`src/rtl/therm_count_decoder.sv`:
```
// Recovers a 0..WIDTH level from thermometer-coded slide switches: synchronise, debounce, validate, commit.
// Optional build macro THERM_POPCOUNT_FALLBACK_EN: invalid patterns commit a saturated popcount instead of holding count.
module therm_count_decoder #(
    parameter int WIDTH           = 16,
    parameter int CNT_W           = 6,
    parameter int DEBOUNCE_CYCLES = 1000000
) (
    input  logic             basys_clk,
    input  logic             reset,
    input  logic [WIDTH-1:0] sw,
    output logic [CNT_W-1:0] count,
    output logic             count_valid,
    output logic             code_err,
    output logic             busy
);

    localparam int DB_W = (DEBOUNCE_CYCLES > 1) ? $clog2(DEBOUNCE_CYCLES) : 1;
    localparam logic [DB_W-1:0] DB_LAST = DB_W'(DEBOUNCE_CYCLES - 1);

    typedef enum logic [1:0] {
        ST_IDLE   = 2'd0,
        ST_SETTLE = 2'd1,
        ST_COMMIT = 2'd2
    } state_t;

    function automatic logic [CNT_W-1:0] popcount(input logic [WIDTH-1:0] v);
        logic [CNT_W-1:0] acc;
        acc = '0;
        for (int i = 0; i < WIDTH; i++) begin
            acc = acc + CNT_W'(v[i]);
        end
        return acc;
    endfunction

    // A thermometer code is 2^k-1, so adding one clears every set bit (all-ones wraps to zero).
    function automatic logic is_therm(input logic [WIDTH-1:0] v);
        logic [WIDTH-1:0] inc;
        inc = v + WIDTH'(1);
        return ((inc & v) == '0);
    endfunction

    function automatic logic [CNT_W-1:0] sat_count(input logic [CNT_W-1:0] c);
        logic [CNT_W-1:0] res;
        if (c > CNT_W'(WIDTH)) begin
            res = CNT_W'(WIDTH);
        end else begin
            res = c;
        end
        return res;
    endfunction

    logic [WIDTH-1:0] sync1_q, sync2_q;
    logic [WIDTH-1:0] sw_s;
    logic [WIDTH-1:0] cand_q, cand_d;
    logic [WIDTH-1:0] committed_q, committed_d;
    logic [DB_W-1:0]  db_cnt_q, db_cnt_d;
    logic [CNT_W-1:0] count_q, count_d;
    logic             count_valid_q, count_valid_d;
    logic             code_err_q, code_err_d;
    logic             busy_q, busy_d;
    state_t           state_q, state_d;

    assign sw_s = sync2_q;

    // Two-flop synchroniser for the asynchronous switch inputs.
    always_ff @(posedge basys_clk or posedge reset) begin
        if (reset) begin
            sync1_q <= '0;
            sync2_q <= '0;
        end else begin
            sync1_q <= sw;
            sync2_q <= sync1_q;
        end
    end

    // State, debounce datapath and registered outputs.
    always_ff @(posedge basys_clk or posedge reset) begin
        if (reset) begin
            state_q       <= ST_IDLE;
            cand_q        <= '0;
            committed_q   <= '0;
            db_cnt_q      <= '0;
            count_q       <= '0;
            count_valid_q <= 1'b0;
            code_err_q    <= 1'b0;
            busy_q        <= 1'b0;
        end else begin
            state_q       <= state_d;
            cand_q        <= cand_d;
            committed_q   <= committed_d;
            db_cnt_q      <= db_cnt_d;
            count_q       <= count_d;
            count_valid_q <= count_valid_d;
            code_err_q    <= code_err_d;
            busy_q        <= busy_d;
        end
    end

    // Next-state and commit logic.
    always_comb begin
        state_d       = state_q;
        cand_d        = cand_q;
        committed_d   = committed_q;
        db_cnt_d      = db_cnt_q;
        count_d       = count_q;
        code_err_d    = code_err_q;
        count_valid_d = 1'b0;
        case (state_q)
            ST_IDLE: begin
                if (sw_s != committed_q) begin
                    cand_d   = sw_s;
                    db_cnt_d = '0;
                    state_d  = ST_SETTLE;
                end else begin
                    state_d = ST_IDLE;
                end
            end
            ST_SETTLE: begin
                // A return to the committed value still settles and commits (pulse, same count).
                if (sw_s != cand_q) begin
                    cand_d   = sw_s;
                    db_cnt_d = '0;
                end else if (db_cnt_q == DB_LAST) begin
                    state_d = ST_COMMIT;
                end else begin
                    db_cnt_d = db_cnt_q + DB_W'(1);
                end
            end
            ST_COMMIT: begin
                committed_d   = cand_q;
                count_valid_d = 1'b1;
                if (is_therm(cand_q)) begin
                    count_d    = popcount(cand_q);
                    code_err_d = 1'b0;
                end else begin
`ifdef THERM_POPCOUNT_FALLBACK_EN
                    count_d    = sat_count(popcount(cand_q));
`else
                    count_d    = count_q;
`endif
                    code_err_d = 1'b1;
                end
                state_d = ST_IDLE;
            end
            default: begin
                state_d = ST_IDLE;
            end
        endcase
        busy_d = (state_d != ST_IDLE);
    end

`ifndef THERM_POPCOUNT_FALLBACK_EN
    logic unused_sat_s;
    assign unused_sat_s = ^sat_count(count_q);
`endif

    assign count       = count_q;
    assign count_valid = count_valid_q;
    assign code_err    = code_err_q;
    assign busy        = busy_q;

endmodule

```
`config.mk`:
```
export PLATFORM = sky130hd
export DESIGN_NAME = therm_count_decoder
export DESIGN_NICKNAME = d
export VERILOG_FILES = /design/src/rtl/therm_count_decoder.sv
export SDC_FILE = /design/constraint.sdc
export NUM_CORES = 1
export LEC_CHECK = 0
export ABC_AREA = 1
export ABC_CLOCK_PERIOD_IN_PS = 3900
export CELL_PAD_IN_SITES_DETAIL_PLACEMENT = 0
export CELL_PAD_IN_SITES_GLOBAL_PLACEMENT = 1
export CORE_MARGIN = 2
export CORE_UTILIZATION = 45
export DETAILED_ROUTE_END_ITERATION = 16
export GPL_ROUTABILITY_DRIVEN = 0
export PLACE_DENSITY = 0.86
export SETUP_SLACK_MARGIN = 0.5
export SYNTH_ARGS = -nofsm -noshare
export SYNTH_HDL_FRONTEND = slang
export SYNTH_SLANG_ARGS = --single-unit
```
`constraint.sdc`:
```
create_clock -name basys_clk -period 3.9 [get_ports basys_clk]
set_input_delay 0.39 -clock basys_clk [delete_from_list [all_inputs] [get_ports basys_clk]]
set_output_delay 0.39 -clock basys_clk [all_outputs]
set_load 0.01 [all_outputs]
```
==> results.txt <==
The run finished with clean final reports. CTS placed an instance of clkbuf_16 at the clock tree root. Tracing the worst setup path back leads to its startpoint at cand_q[9]$_DFFE_PP0P_. Sorting the synthesized cells by how often they occur yields nand2_1 (268), dfrtp_1 (94), inv_1 (65).

Entering global routing, the biggest net connects 33 pins. TritonCTS built the clock tree. Yosys attributes the largest share of cell area to dfrtp_1 (46%), nand2_1 (20%), inv_1 (4.8%).

The detail-routed via count per cell is 4.86. The power share of the combinational group is 16.1%. The number of global-route vias before repair came out at 3858.

In this run, the number of DRC markers left after iteration 0 of detailed routing was 289. The synthesized instance count came out at 661. The number of antenna-violating nets in the routed design is 0. The internal power of the cells totals 0.00169 W. The path class of the tightest hold or removal check is flip-flop to flip-flop. Of the total synthesized cell area, the portion taken by AND, OR, NAND and NOR gates is 34.4%. At the later pin of the worst-skew pair, clock insertion delay measures 0.35 ns. The transition time at the pin with the least slew margin is 0.728 ns. The biggest area contributor in the post-synthesis netlist is dfrtp_1. The final layout contains routed wiring with a total length of 11400 um. The worst hold path begins at sync1_q[6]$_DFF_PP0_. Power spread over the standard cell area amounts to 390 nW/um^2.

The register-to-register setup slack came out at 0.45 ns. The wire length of the first global-routing pass came out at 19000 um. The mux contribution to synthesized area came out at 0%. The minimum clock period after layout came out at 3.45 ns. The starting utilization of the core area is 46.6%. The switching fraction of total power came out at 26.2%. Cells with a size suffix above 1 make up 11.5% of the layout. The met2 routing resource usage after global routing came out at 31.9%. The headroom to the max-slew limit came out at 51.3%.

The total of endpoints with negative setup slack in the final report came out at 0. The number of rows created at floorplan is 38. The post-detailed-route wirelength per cell is 13.5 um.

The estimated wirelength of the detail-placed design came out at 8260 um. The worst register-to-register path ends at count[3]$_DFFE_PP0P_. The synthesized-area fraction occupied by ao, oa, aoi and oai cells came out at 3.10%. The highest clock frequency the design can meet is 0.290 GHz. The number of cells on the worst reg-to-reg path is 14. IR analysis of the VDD net gives a maximum drop of 298 uV. The number of nets in the layout came out at 735.

The synthesized design contains 0 enable-type register cells. The number of design rule violations left after detail routing came out at 0. The post-synthesis cell type count is 34. The repair_antennas step left the layout with diodes totalling 0.

The global routing usage summed across all routing layers came out at 21.0%. In this run, post-CTS hold repair placed 0 buffers. The via total after detailed routing is 4106. The post-synthesis share of cell area spent on xor and xnor gates is 2.58%. Setup repair after global routing could not meet its margin everywhere. The layout-stage area growth over the synthesis result is 15.7%. The number of storage elements in the synthesis netlist came out at 94. By area, the combinational part of the netlist is dominated by simple AND/OR/NAND/NOR gates. In this run the count of I/O pins placed on the die edge is 27. Per report_power, the sequential group accounts for 44.7% of the total. The clock drives 94 sinks. Each instance of the synthesized netlist takes up on average 7.70 um^2. Per report_power, the clock group accounts for 39.2% of the total. The number of detailed-route iterations in the first pass came out at 5.

The die height is 110 um. The type of element capturing the critical path is a flip-flop. Summing internal, switching and leakage power gives 0.00229 W. The share of the Yosys chip area taken by registers is 46.2%.

The area fraction of the dominant cell type after synthesis came out at 46.2%. The standby leakage power is 2.96 nW. In this run the worst setup path terminates at count[3]$_DFFE_PP0P_. The cell area after technology mapping is 5090 um^2.

The clock tree synthesis step divided the H-tree into 3 levels. The met1 routing resource usage after global routing came out at 29.3%. After global routing, the most crowded layer is met2. After filler insertion, the fill cell instance count of the layout stands at 1051. After floorplanning, the core was sized to cover 10900 um^2. The setup TNS is 0 ns. In this run, CTS created clock tree buffers numbering 9. Across the routed clock network, the largest skew measured is 0.00731 ns. The width of the chip is 110 um.

For the worst setup path, the data required time is 4.15 ns. The post-route fraction of the period consumed by the critical path is 88.4%. The worst endpoint data arrival time is 3.70 ns. In the final layout, flip-flops and latches occupy 2360 um^2. The peak fanout along the critical path is 3. The clock tree buffer depth is 2. In the synthesized netlist the dominant register cell turns out to be dfrtp_1. The share of synthesized flip-flops with an asynchronous set or reset came out at 100%. The worst setup path is of the flip-flop to flip-flop kind. The synthesized netlist devotes 5.90% of its cell area to adder and majority cells.

The total of buffers placed on input and output ports is 25. The fraction of met3 tracks used by global routing came out at 4.29%. The number of antenna violations at the first check in global routing came out at 0. Yosys instantiated no cell more often than nand2_1. The total of warnings raised by yosys is 0.

The switching component of the power is 0.000601 W. The final-report max-slew violation count was 0. After clock tree synthesis, the clock-pin slew on the worst setup and hold paths is 0.07 ns. The floorplan step defined a die boundary enclosing 12200 um^2.

The critical path launch point type is a flip-flop. The total overflow reported by the global router came out at 0. Summing all multi-input logic gate instances after layout gives 2380 um^2.

The startpoint of the worst-slack reg-to-reg timing path is cand_q[9]$_DFFE_PP0P_. The max-capacitance violation count came out at 0. The number of hold violations in the final report is 0.

The net count after synthesis came out at 697.
## power by group through the flow
stage	clock (W)	sequential, W	combinational, W
2_1_floorplan	0	0.00104	0.000215
3_3_place_gp	0	0.00105	0.000273
3_5_place_dp	0	0.00105	0.000283
4_1_cts	0.000924	0.00103	0.000328
5_1_grt	0.000963	0.00103	0.000423
6_report	0.000899	0.00103	0.000370
## critical path: stages, from the launching register on
cell and delay, ns:
dfrtp_2 0.42, inv_2 0.08, fa_1 0.45, fa_2 0.58
fa_2 0.43, fa_2 0.54, inv_2 0.04, ha_4 0.15
a21oi_2 0.12, nor2_1 0.05, nor2_1 0.12, xor2_1 0.17
nand3_1 0.09, nand2_1 0.07, inv_1 0.03
## sequential cells by signal, summed over array words and instances (netlist names)
register     flops
busy             1
cand_q          16
code_err         1
committed_q     16
count            5
count_valid      1
db_cnt_q        20
state_q          2
sw_s            16
sync1_q         16
## metrics by stage
| step | utilization (%) | hold WS (ns) | std cells | instance area, um^2 | setup WS [ns] |
|---|---|---|---|---|---|
| after floorplan | - | 0.331 | 661 | 5090 | 0.495 |
| after global placement | 49.9 | 0.332 | 816 | 5460 | 0.370 |
| after detailed placement | 49.9 | 0.335 | 816 | 5460 | 0.297 |
| after CTS | 53.6 | 0.350 | 843 | 5860 | 0.456 |
| after global routing | 53.9 | 0.354 | 844 | 5890 | 0.254 |
| final | 53.9 | 0.348 | 844 | 5890 | 0.453 |
## how the worst min path moves through the flow
stage / depth (start not counted) / slack (ns) / endpoint
floorplan: 0 / 0.33 / sw_s[0]$_DFF_PP0_
global placement: 0 / 0.33 / sw_s[4]$_DFF_PP0_
detailed placement: 0 / 0.33 / sw_s[3]$_DFF_PP0_
CTS: 0 / 0.35 / sw_s[3]$_DFF_PP0_
global route: 0 / 0.35 / sw_s[13]$_DFF_PP0_
finish: 0 / 0.35 / sw_s[6]$_DFF_PP0_
## cells by family (layout without fill, tap and decap cells)
| group | after synthesis | in the layout |
|---|---|---|
| compound gates | 30 | 30 |
| xor+xnor | 15 | 15 |
| fa+ha+maj | 18 | 18 |
| buf+inv | 94 | 137 |
| flops | 94 | 94 |
| other cells | 1 | 1 |
| simple gates | 409 | 409 |
## routing by layer
layer  up-vias  share of wire [%]
met5         -                  0
met4         0                2.3
met3        17                5.1
met2        88                 45
met1      1908                 47
li1       2093                  -
## cells in the final DEF, fill, tap and decap left out, types with 8 or more instances in the layout
master,instances
nand4_1,8
nand2_1,268
clkdlybuf4s50_1,25
xor2_1,14
nor2_1,64
clkbuf_16,9
inv_2,18
buf_4,15
inv_1,61
o21ai_0,20
nand3_1,41
dfrtp_1,89
## cell type report
cell class	count	area share, %
clock buffers	12	4.19
clock inverters	4	0.935
inverters	81	5.21
well taps	140	2.97
flip-flops and latches	94	40.0
multi-input cells	473	40.5
repair buffers	40	6.16
## repair_timing
item | 4_1_cts | 5_1_grt
pin swaps | 5 | 11
setup buffers | 11 | 1
hold endpoints to repair | 0 | 0
setup endpoints to repair | 4 | 4
resized for setup | 12 | 4
Power figures use the tool's default switching activity.
